**src/rtl/video_pkg.sv**
```systemverilog
`default_nettype none
// ============================================================================
// Module   : video_pkg
// Brief    : Shared types and constants for the serial video pixel path.
// Revision : 1.0
// ============================================================================
package video_pkg;

  typedef enum logic [1:0] {
    ST_IDLE        = 2'd0,
    ST_FETCH_CHAR  = 2'd1,
    ST_FETCH_GLYPH = 2'd2,
    ST_DONE        = 2'd3
  } state_e;

  localparam int unsigned CHAR_ROWS_DEFAULT = 8;
  localparam logic [7:0]  BLANK_BYTE        = 8'h00;

  function automatic logic [7:0] rev_mask(input logic rev);
    return {8{rev}};
  endfunction

endpackage
`default_nettype wire

```
**src/rtl/video_pixel_out_if.sv**
```systemverilog
`default_nettype none
// ============================================================================
// Module   : video_pixel_out_if
// Brief    : VRAM and character-ROM read ports between pixel output and arbiter.
// Revision : 1.0
// ============================================================================
interface video_pixel_out_if;

  logic        vram_req;
  logic [13:0] vram_addr;
  logic        vram_valid;
  logic [7:0]  vram_data;
  logic        rom_req;
  logic [10:0] rom_addr;
  logic        rom_valid;
  logic [7:0]  rom_data;

  modport master (
    output vram_req, vram_addr, rom_req, rom_addr,
    input  vram_valid, vram_data, rom_valid, rom_data
  );

  modport slave (
    input  vram_req, vram_addr, rom_req, rom_addr,
    output vram_valid, vram_data, rom_valid, rom_data
  );

endinterface
`default_nettype wire

```
**src/rtl/video_shifter.sv**
```systemverilog
`default_nettype none
// ============================================================================
// Module   : video_shifter
// Brief    : 8-bit pixel shifter, load beats shift, output gated by display enable.
// Revision : 1.0
// ============================================================================
module video_shifter
  import video_pkg::*;
(
  input  wire logic       clk_i,
  input  wire logic       reset_i,
  input  wire logic       load_i,
  input  wire logic       shift_i,
  input  wire logic [7:0] load_data_i,
  input  wire logic       de_i,
  output logic            video_o
);

  logic [7:0] shift_q;
  logic [7:0] shift_d;

  always_comb begin
    shift_d = shift_q;
    if (load_i) begin
      shift_d = load_data_i;
    end else if (shift_i) begin
      shift_d = {shift_q[6:0], 1'b0};
    end
  end

  always_ff @(posedge clk_i or posedge reset_i) begin
    if (reset_i) begin
      shift_q <= BLANK_BYTE;
    end else begin
      shift_q <= shift_d;
    end
  end

  assign video_o = shift_q[7] & de_i;

endmodule
`default_nettype wire

```
**src/rtl/video_pixel_out.sv**
```systemverilog
`default_nettype none
// ============================================================================
// Module   : video_pixel_out
// Brief    : Fetches screen code and glyph row per character cell and serialises
//            pixels, with syncs/enable delayed one character to stay aligned.
// Revision : 1.0
// ============================================================================
module video_pixel_out
  import video_pkg::*;
#(
  parameter int unsigned CHAR_ROWS = CHAR_ROWS_DEFAULT
) (
  input  wire logic        clk_i,
  input  wire logic        reset_i,
  input  wire logic        cclk_en_i,
  input  wire logic        pixel_en_i,
  input  wire logic        de_i,
  input  wire logic        h_sync_i,
  input  wire logic        v_sync_i,
  input  wire logic [13:0] ma_i,
  input  wire logic [4:0]  ra_i,
  input  wire logic        graphic_i,
  video_pixel_out_if.master mem,
  output logic             video_o,
  output logic             h_sync_o,
  output logic             v_sync_o,
  output logic             de_o,
  output logic             underrun_o
);

  localparam logic [5:0] ROW_LIMIT = 6'(CHAR_ROWS);

  state_e      state_q, state_d;
  logic        de_s1_q, de_s1_d;
  logic        hs_s1_q, hs_s1_d;
  logic        vs_s1_q, vs_s1_d;
  logic [4:0]  ra_s1_q, ra_s1_d;
  logic        gfx_s1_q, gfx_s1_d;
  logic        de_out_q, de_out_d;
  logic        hs_out_q, hs_out_d;
  logic        vs_out_q, vs_out_d;
  logic        rev_q, rev_d;
  logic [7:0]  pending_q, pending_d;
  logic        vram_req_q, vram_req_d;
  logic [13:0] vram_addr_q, vram_addr_d;
  logic        rom_req_q, rom_req_d;
  logic [10:0] rom_addr_q, rom_addr_d;
  logic        underrun_q, underrun_d;
  logic        miss;
  logic        glyph_row;
  logic [7:0]  load_data;

  assign glyph_row = ({1'b0, ra_s1_q} < ROW_LIMIT);

  always_comb begin
    state_d     = state_q;
    de_s1_d     = de_s1_q;
    hs_s1_d     = hs_s1_q;
    vs_s1_d     = vs_s1_q;
    ra_s1_d     = ra_s1_q;
    gfx_s1_d    = gfx_s1_q;
    de_out_d    = de_out_q;
    hs_out_d    = hs_out_q;
    vs_out_d    = vs_out_q;
    rev_d       = rev_q;
    pending_d   = pending_q;
    vram_req_d  = vram_req_q;
    vram_addr_d = vram_addr_q;
    rom_req_d   = rom_req_q;
    rom_addr_d  = rom_addr_q;
    underrun_d  = 1'b0;
    miss        = 1'b0;
    load_data   = pending_q;

    if (cclk_en_i) begin
      // A valid in the same cycle as the character clock is already too late.
      miss       = (state_q == ST_FETCH_CHAR) || (state_q == ST_FETCH_GLYPH);
      underrun_d = miss;
      load_data  = miss ? BLANK_BYTE : pending_q;
      de_out_d   = de_s1_q;
      hs_out_d   = hs_s1_q;
      vs_out_d   = vs_s1_q;
      de_s1_d    = de_i;
      hs_s1_d    = h_sync_i;
      vs_s1_d    = v_sync_i;
      ra_s1_d    = ra_i;
      gfx_s1_d   = graphic_i;
      pending_d  = BLANK_BYTE;
      rom_req_d  = 1'b0;
      vram_req_d = de_i & ~miss;
      if (de_i) begin
        state_d     = ST_FETCH_CHAR;
        vram_addr_d = ma_i;
      end else begin
        state_d = ST_IDLE;
      end
    end else begin
      case (state_q)
        ST_FETCH_CHAR: begin
          // Re-raise the request after an underrun forced it low for a cycle.
          if (!vram_req_q) begin
            vram_req_d = 1'b1;
          end else if (mem.vram_valid) begin
            vram_req_d = 1'b0;
            rev_d      = mem.vram_data[7];
            if (glyph_row) begin
              state_d    = ST_FETCH_GLYPH;
              rom_req_d  = 1'b1;
              rom_addr_d = {gfx_s1_q, mem.vram_data[6:0], ra_s1_q[2:0]};
            end else begin
              state_d   = ST_DONE;
              pending_d = rev_mask(mem.vram_data[7]);
            end
          end
        end
        ST_FETCH_GLYPH: begin
          if (rom_req_q && mem.rom_valid) begin
            state_d   = ST_DONE;
            rom_req_d = 1'b0;
            pending_d = mem.rom_data ^ rev_mask(rev_q);
          end
        end
        default: ;
      endcase
    end
  end

  always_ff @(posedge clk_i or posedge reset_i) begin
    if (reset_i) begin
      state_q     <= ST_IDLE;
      de_s1_q     <= 1'b0;
      hs_s1_q     <= 1'b0;
      vs_s1_q     <= 1'b0;
      ra_s1_q     <= '0;
      gfx_s1_q    <= 1'b0;
      de_out_q    <= 1'b0;
      hs_out_q    <= 1'b0;
      vs_out_q    <= 1'b0;
      rev_q       <= 1'b0;
      pending_q   <= BLANK_BYTE;
      vram_req_q  <= 1'b0;
      vram_addr_q <= '0;
      rom_req_q   <= 1'b0;
      rom_addr_q  <= '0;
      underrun_q  <= 1'b0;
    end else begin
      state_q     <= state_d;
      de_s1_q     <= de_s1_d;
      hs_s1_q     <= hs_s1_d;
      vs_s1_q     <= vs_s1_d;
      ra_s1_q     <= ra_s1_d;
      gfx_s1_q    <= gfx_s1_d;
      de_out_q    <= de_out_d;
      hs_out_q    <= hs_out_d;
      vs_out_q    <= vs_out_d;
      rev_q       <= rev_d;
      pending_q   <= pending_d;
      vram_req_q  <= vram_req_d;
      vram_addr_q <= vram_addr_d;
      rom_req_q   <= rom_req_d;
      rom_addr_q  <= rom_addr_d;
      underrun_q  <= underrun_d;
    end
  end

  video_shifter u_shifter (
    .clk_i       (clk_i),
    .reset_i     (reset_i),
    .load_i      (cclk_en_i),
    .shift_i     (pixel_en_i),
    .load_data_i (load_data),
    .de_i        (de_out_q),
    .video_o     (video_o)
  );

  assign mem.vram_req  = vram_req_q;
  assign mem.vram_addr = vram_addr_q;
  assign mem.rom_req   = rom_req_q;
  assign mem.rom_addr  = rom_addr_q;
  assign h_sync_o      = hs_out_q;
  assign v_sync_o      = vs_out_q;
  assign de_o          = de_out_q;
  assign underrun_o    = underrun_q;

endmodule
`default_nettype wire

```
**src/flat_wrapper.sv**
```systemverilog
// flat-port wrapper written by rule: the top's interface ports become plain ports
module video_pixel_out_flat import video_pkg::*;
#(
  parameter int unsigned CHAR_ROWS = CHAR_ROWS_DEFAULT
)
  (clk_i, reset_i, cclk_en_i, pixel_en_i, de_i, h_sync_i, v_sync_i, ma_i, ra_i, graphic_i, video_o, h_sync_o, v_sync_o, de_o, underrun_o, mem_vram_req, mem_vram_addr, mem_rom_req, mem_rom_addr, mem_vram_valid, mem_vram_data, mem_rom_valid, mem_rom_data);
  video_pixel_out_if mem_i ();
  input  wire logic clk_i;
  input  wire logic reset_i;
  input  wire logic cclk_en_i;
  input  wire logic pixel_en_i;
  input  wire logic de_i;
  input  wire logic h_sync_i;
  input  wire logic v_sync_i;
  input  wire logic [13:0] ma_i;
  input  wire logic [4:0] ra_i;
  input  wire logic graphic_i;
  output logic video_o;
  output logic h_sync_o;
  output logic v_sync_o;
  output logic de_o;
  output logic underrun_o;
  output wire logic [$bits(mem_i.vram_req)-1:0] mem_vram_req;
  output wire logic [$bits(mem_i.vram_addr)-1:0] mem_vram_addr;
  output wire logic [$bits(mem_i.rom_req)-1:0] mem_rom_req;
  output wire logic [$bits(mem_i.rom_addr)-1:0] mem_rom_addr;
  input wire logic [$bits(mem_i.vram_valid)-1:0] mem_vram_valid;
  input wire logic [$bits(mem_i.vram_data)-1:0] mem_vram_data;
  input wire logic [$bits(mem_i.rom_valid)-1:0] mem_rom_valid;
  input wire logic [$bits(mem_i.rom_data)-1:0] mem_rom_data;
  assign mem_vram_req = mem_i.vram_req;
  assign mem_vram_addr = mem_i.vram_addr;
  assign mem_rom_req = mem_i.rom_req;
  assign mem_rom_addr = mem_i.rom_addr;
  assign mem_i.vram_valid = mem_vram_valid;
  assign mem_i.vram_data = mem_vram_data;
  assign mem_i.rom_valid = mem_rom_valid;
  assign mem_i.rom_data = mem_rom_data;
  video_pixel_out #(.CHAR_ROWS(CHAR_ROWS)) u_core (.clk_i(clk_i), .reset_i(reset_i), .cclk_en_i(cclk_en_i), .pixel_en_i(pixel_en_i), .de_i(de_i), .h_sync_i(h_sync_i), .v_sync_i(v_sync_i), .ma_i(ma_i), .ra_i(ra_i), .graphic_i(graphic_i), .mem(mem_i), .video_o(video_o), .h_sync_o(h_sync_o), .v_sync_o(v_sync_o), .de_o(de_o), .underrun_o(underrun_o));
endmodule
```
**config.mk**
```make
export PLATFORM = sky130hd
export DESIGN_NAME = video_pixel_out_flat
export DESIGN_NICKNAME = d
export VERILOG_FILES = /design/src/rtl/video_pkg.sv /design/src/rtl/video_pixel_out_if.sv /design/src/rtl/video_shifter.sv /design/src/rtl/video_pixel_out.sv /design/src/flat_wrapper.sv
export SDC_FILE = /design/constraint.sdc
export NUM_CORES = 1
export LEC_CHECK = 0
export ABC_AREA = 1
export BUFFER_PORTS_ARGS = -buffer_cell sky130_fd_sc_hd__buf_2
export CAP_MARGIN = 40
export CORE_UTILIZATION = 46
export CTS_CLUSTER_SIZE = 24
export DETAILED_ROUTE_END_ITERATION = 8
export PLACE_DENSITY = 0.75
export SLEW_MARGIN = 20
export SYNTH_ARGS = -nofsm -noshare
export SYNTH_HDL_FRONTEND = slang
export SYNTH_SLANG_ARGS = --single-unit
```
**constraint.sdc**
```tcl
create_clock -name clk_i -period 1.6 [get_ports clk_i]
set_input_delay 0.08 -clock clk_i [delete_from_list [all_inputs] [get_ports clk_i]]
set_output_delay 0.08 -clock clk_i [all_outputs]
set_load 0.02 [all_outputs]
```
==> qor.tcl <==
set qor(gr-usage-all-layers_pct) 21.0
set qor(synth.top_cells.by_area) {sky130_fd_sc_hd__dfrtp_1 57%, sky130_fd_sc_hd__nand2_1 12%, sky130_fd_sc_hd__mux2_2 6.1%}
set qor(timing.fmax_mhz) 697
set qor(relSlewSlack_pct) 66.6
set qor(post_route_cells_drive_above_1_share_pct) 32.8
set qor(placed_cells_incl_taps) 418
set qor(timing.hold.worst.class) {input pin to register}
set qor(final_nets) 438
set qor(chipWidth_microns) 77.1
set qor(max-clock-path-buffers) 2
set qor(non_filler_instance_count_after_layout) 466
set qor(worstPathCellList) {ha_1, inv_2, nor2_1, nand2_1, nand4_1, buf_4, nand2_1, nand2_1}
set qor(avgViaCountPerCell) 4.80
set qor(antenna_found_initial) 0
set qor(numCtsBuffers) 9
set qor(cap_viol_max_count) 0
set qor(grt_start_max_net_pins) 60
set qor(totalNegativeSetupSlack_ns) 0
set qor(synth_top_cell_area_share_pct) 56.9
set qor(cpMaxStageDelayCell) {sky130_fd_sc_hd__dfrtp_1}
set qor(root_buffer) {sky130_fd_sc_hd__clkbuf_8}
set qor(cts_max_level) 3
set qor(power_density_nw_per_um2) 1480
set qor(route.vias.total) 2237
set qor(worst-slew-pin-transition_ns) 0.500
set qor(syn_area_per_cell_sq_um) 9.53
set qor(grt_first_pass_wirelength_microns) 9780
set qor(cp_data_arrival_time_ns) 1.65
set qor(via_count_of_the_first_global_routing_pass) 2210
set qor(max-vdd-ir-drop_mv) 0.788
set qor(clkSinkCount) 59
set qor(ys_seq_area_share_pct) 56.9
set qor(hpwlAfterDp_microns) 3550
set qor(overflow) 0
set qor(synth.largest_area_cell) {sky130_fd_sc_hd__dfrtp_1}
set qor(clock-skew-final_ns) 0.00879
set qor(critical-path-top-delay-family) {flip-flops}
set qor(asyncSetResetFlopFracSynth_pct) 100
set qor(clock_insertion_delay_worst_skew_ns) 0.33
set qor(die_area_sq_um) 5940
set qor(fill_cells) 404
set qor(finalCritPeriodShare_pct) 89.7
set qor(netlist-cell-type-count) 28
set qor(starting_utilization_of_the_core_area_pct) 49.2
set qor(design.core.area_sq_um) 5270
set qor(run_status) {finished clean}
set qor(setup_repair_after_global_routing_missed_its_margin) {no}
set qor(synth.net_count) 319
set qor(synth-edff-count) 0
set qor(area.growth.synth_to_final_pct) 39.0
set qor(drt_drc_violations_left) 0
set qor(path_class) {register to register}
set qor(synthFlopType) {sky130_fd_sc_hd__dfrtp_1}
set qor(gp_congestion) 0.842
set qor(cp_common_cell) {sky130_fd_sc_hd__nand2_1}
set qor(std_cell_rows) 26
set qor(num_antenna_cells) 0
set qor(worstSetupEndpointType) {register}
set qor(synth-warning-count) 0
set qor(clock_edge_transition_at_the_registers_on_the_reported_setup_and_hold_paths_ns) 0.06
set qor(layout_min_cycle_time_ns) 1.44
set qor(synth_cells) 272
set qor(synth_seq_cells) 59
set qor(cts_tree) {built}
set qor(post_dr_wirelength_cell_microns) 12.3
set qor(final_slew_viol_count) 0
set qor(pin_count) 77
set qor(crit_required_ns) 1.82
set qor(crit_path_start_kind) {register}
set qor(most_common_cell_after_layout_fill_and_taps_aside) {sky130_fd_sc_hd__nand2_1}
set qor(critPathMaxFanout) 8
set qor(power.static_leakage_uw) 0.00190
set qor(commonest_cells_after_routing_fill_and_taps_aside) {83 x sky130_fd_sc_hd__nand2_1, 76 x sky130_fd_sc_hd__buf_2, 59 x sky130_fd_sc_hd__dfrtp_1}
set qor(drt-initial-drc-count) 141
set qor(buffer_ports.inserted) 76
set qor(syn_area_sq_um) 2590
set qor(drt-pass1-iter-count) 4
set qor(route.antenna.remaining_nets) 0
set qor(drt_wl_total_microns) 5710
set qor(setup_failing_eps_final) 0
set qor(timing.critical_path.slowest_cell_delay_ns) 0.40
set qor(critPathBufInv) 2
set qor(report.final.hold_viol_count) 0
set qor(y_dimension_of_the_die_microns) 77.1
-- synth_stat cells, drive strengths merged (2+ instances only) --
cell type  instances
nand2             86
nor2              11
o21ai             21
inv               21
nor3               2
nand3             18
a21oi             15
nand4              3
dfrtp             59
buf                8
xnor2              7
ha                 2
mux2              14
clkbuf             2
-- layout make-up --
| class | instances | area [sq um] | share of cell area (%) |
|---|---|---|---|
| Timing Repair Buffer | 118 | 786 | 21.8 |
| Multi-Input combinational cell | 182 | 981 | 27.2 |
| Inverter | 21 | 78.8 | 2.19 |
| Tap cell | 70 | 87.6 | 2.43 |
| Sequential cell | 59 | 1480 | 41.0 |
| Clock buffer | 11 | 141 | 3.92 |
| Clock inverter | 5 | 52.6 | 1.46 |
-- power by group --
part / internal (uW) / leakage, uW / switching (uW)
logic: 750 / 0.00106 / 1130
clock network: 753 / 0.0000991 / 568
registers: 1910 / 0.000736 / 220
-- per-stage QoR --
stage / hold WS, ns / utilization [%] / total power, uW / area, sq um / setup slack (ns)
global placement: 0.162 / 58.6 / 3880 / 3090 / 0.150
global route: 0.0479 / 68.4 / 5710 / 3600 / 0.0176
floorplan: 0.197 / - / 3380 / 2590 / 0.0637
CTS: 0.0265 / 68.2 / 5330 / 3590 / 0.0330
detailed placement: 0.169 / 58.6 / 3930 / 3090 / 0.0501
finish: 0.0443 / 68.4 / 5330 / 3600 / 0.165
-- repair_timing --
item,4_1_cts,5_1_grt
hold endpoints to repair,89,0
hold buffers,31,0
resized for setup,0,1
setup endpoints to repair,0,8
buffers inserted,0,1
-- worst paths after layout --
kind	cells past startpoint	from	end	slack, ns
min reg2reg	2	u_core.mem.rom_addr[9]	u_core.mem.rom_addr[9]	0.47
min in group asynchronous	4	reset_i	u_core.mem.vram_addr[2]	0.37
min	3	de_i	u_core.mem.vram_req	0.04
max	8	u_core.state_q[0]	u_core.pending_q[5]	0.16
max in group asynchronous	4	reset_i	u_core.mem.vram_req	0.97
max reg2reg	8	u_core.state_q[0]	u_core.pending_q[5]	0.16
-- worst register-to-register path, delay by kind of cell (launching register included) --
family / cells / cell delay, ns
DFF: 1 / 0.40
adders and majority gates: 1 / 0.25
and+or+nand+nor: 5 / 0.39
buffers and inverters: 2 / 0.29
-- routing by layer --
metal | GRT usage (%) | share of wire, % | up-vias
li1 | - | - | 1116
met1 | 26.7 | 45 | 1050
met2 | 34.8 | 49 | 61
met3 | 4.05 | 4.0 | 10
met4 | 9.43 | 1.8 | 0
met5 | 0 | 0 | -
-- sequential cells by signal, summed over array words and instances, names as in the netlist, 2 cells and up --
name and cells:
u_core.state_q 2, u_core.mem.rom_addr 11, u_core.mem.vram_addr 14, u_core.ra_s1_q 5, u_core.pending_q 8, u_core.u_shifter.shift_q 8
-- logic make-up after synthesis --
kind of cell	share of synthesized area, %
XOR/XNOR	2.36
buffers and inverters	5.31
AND/OR/NAND/NOR	20.0
AO/OA/AOI/OAI	8.30
flip-flops	56.9
multiplexers	6.08
adder cells (fa/ha/maj)	0.965
Power figures use the tool's default switching activity.
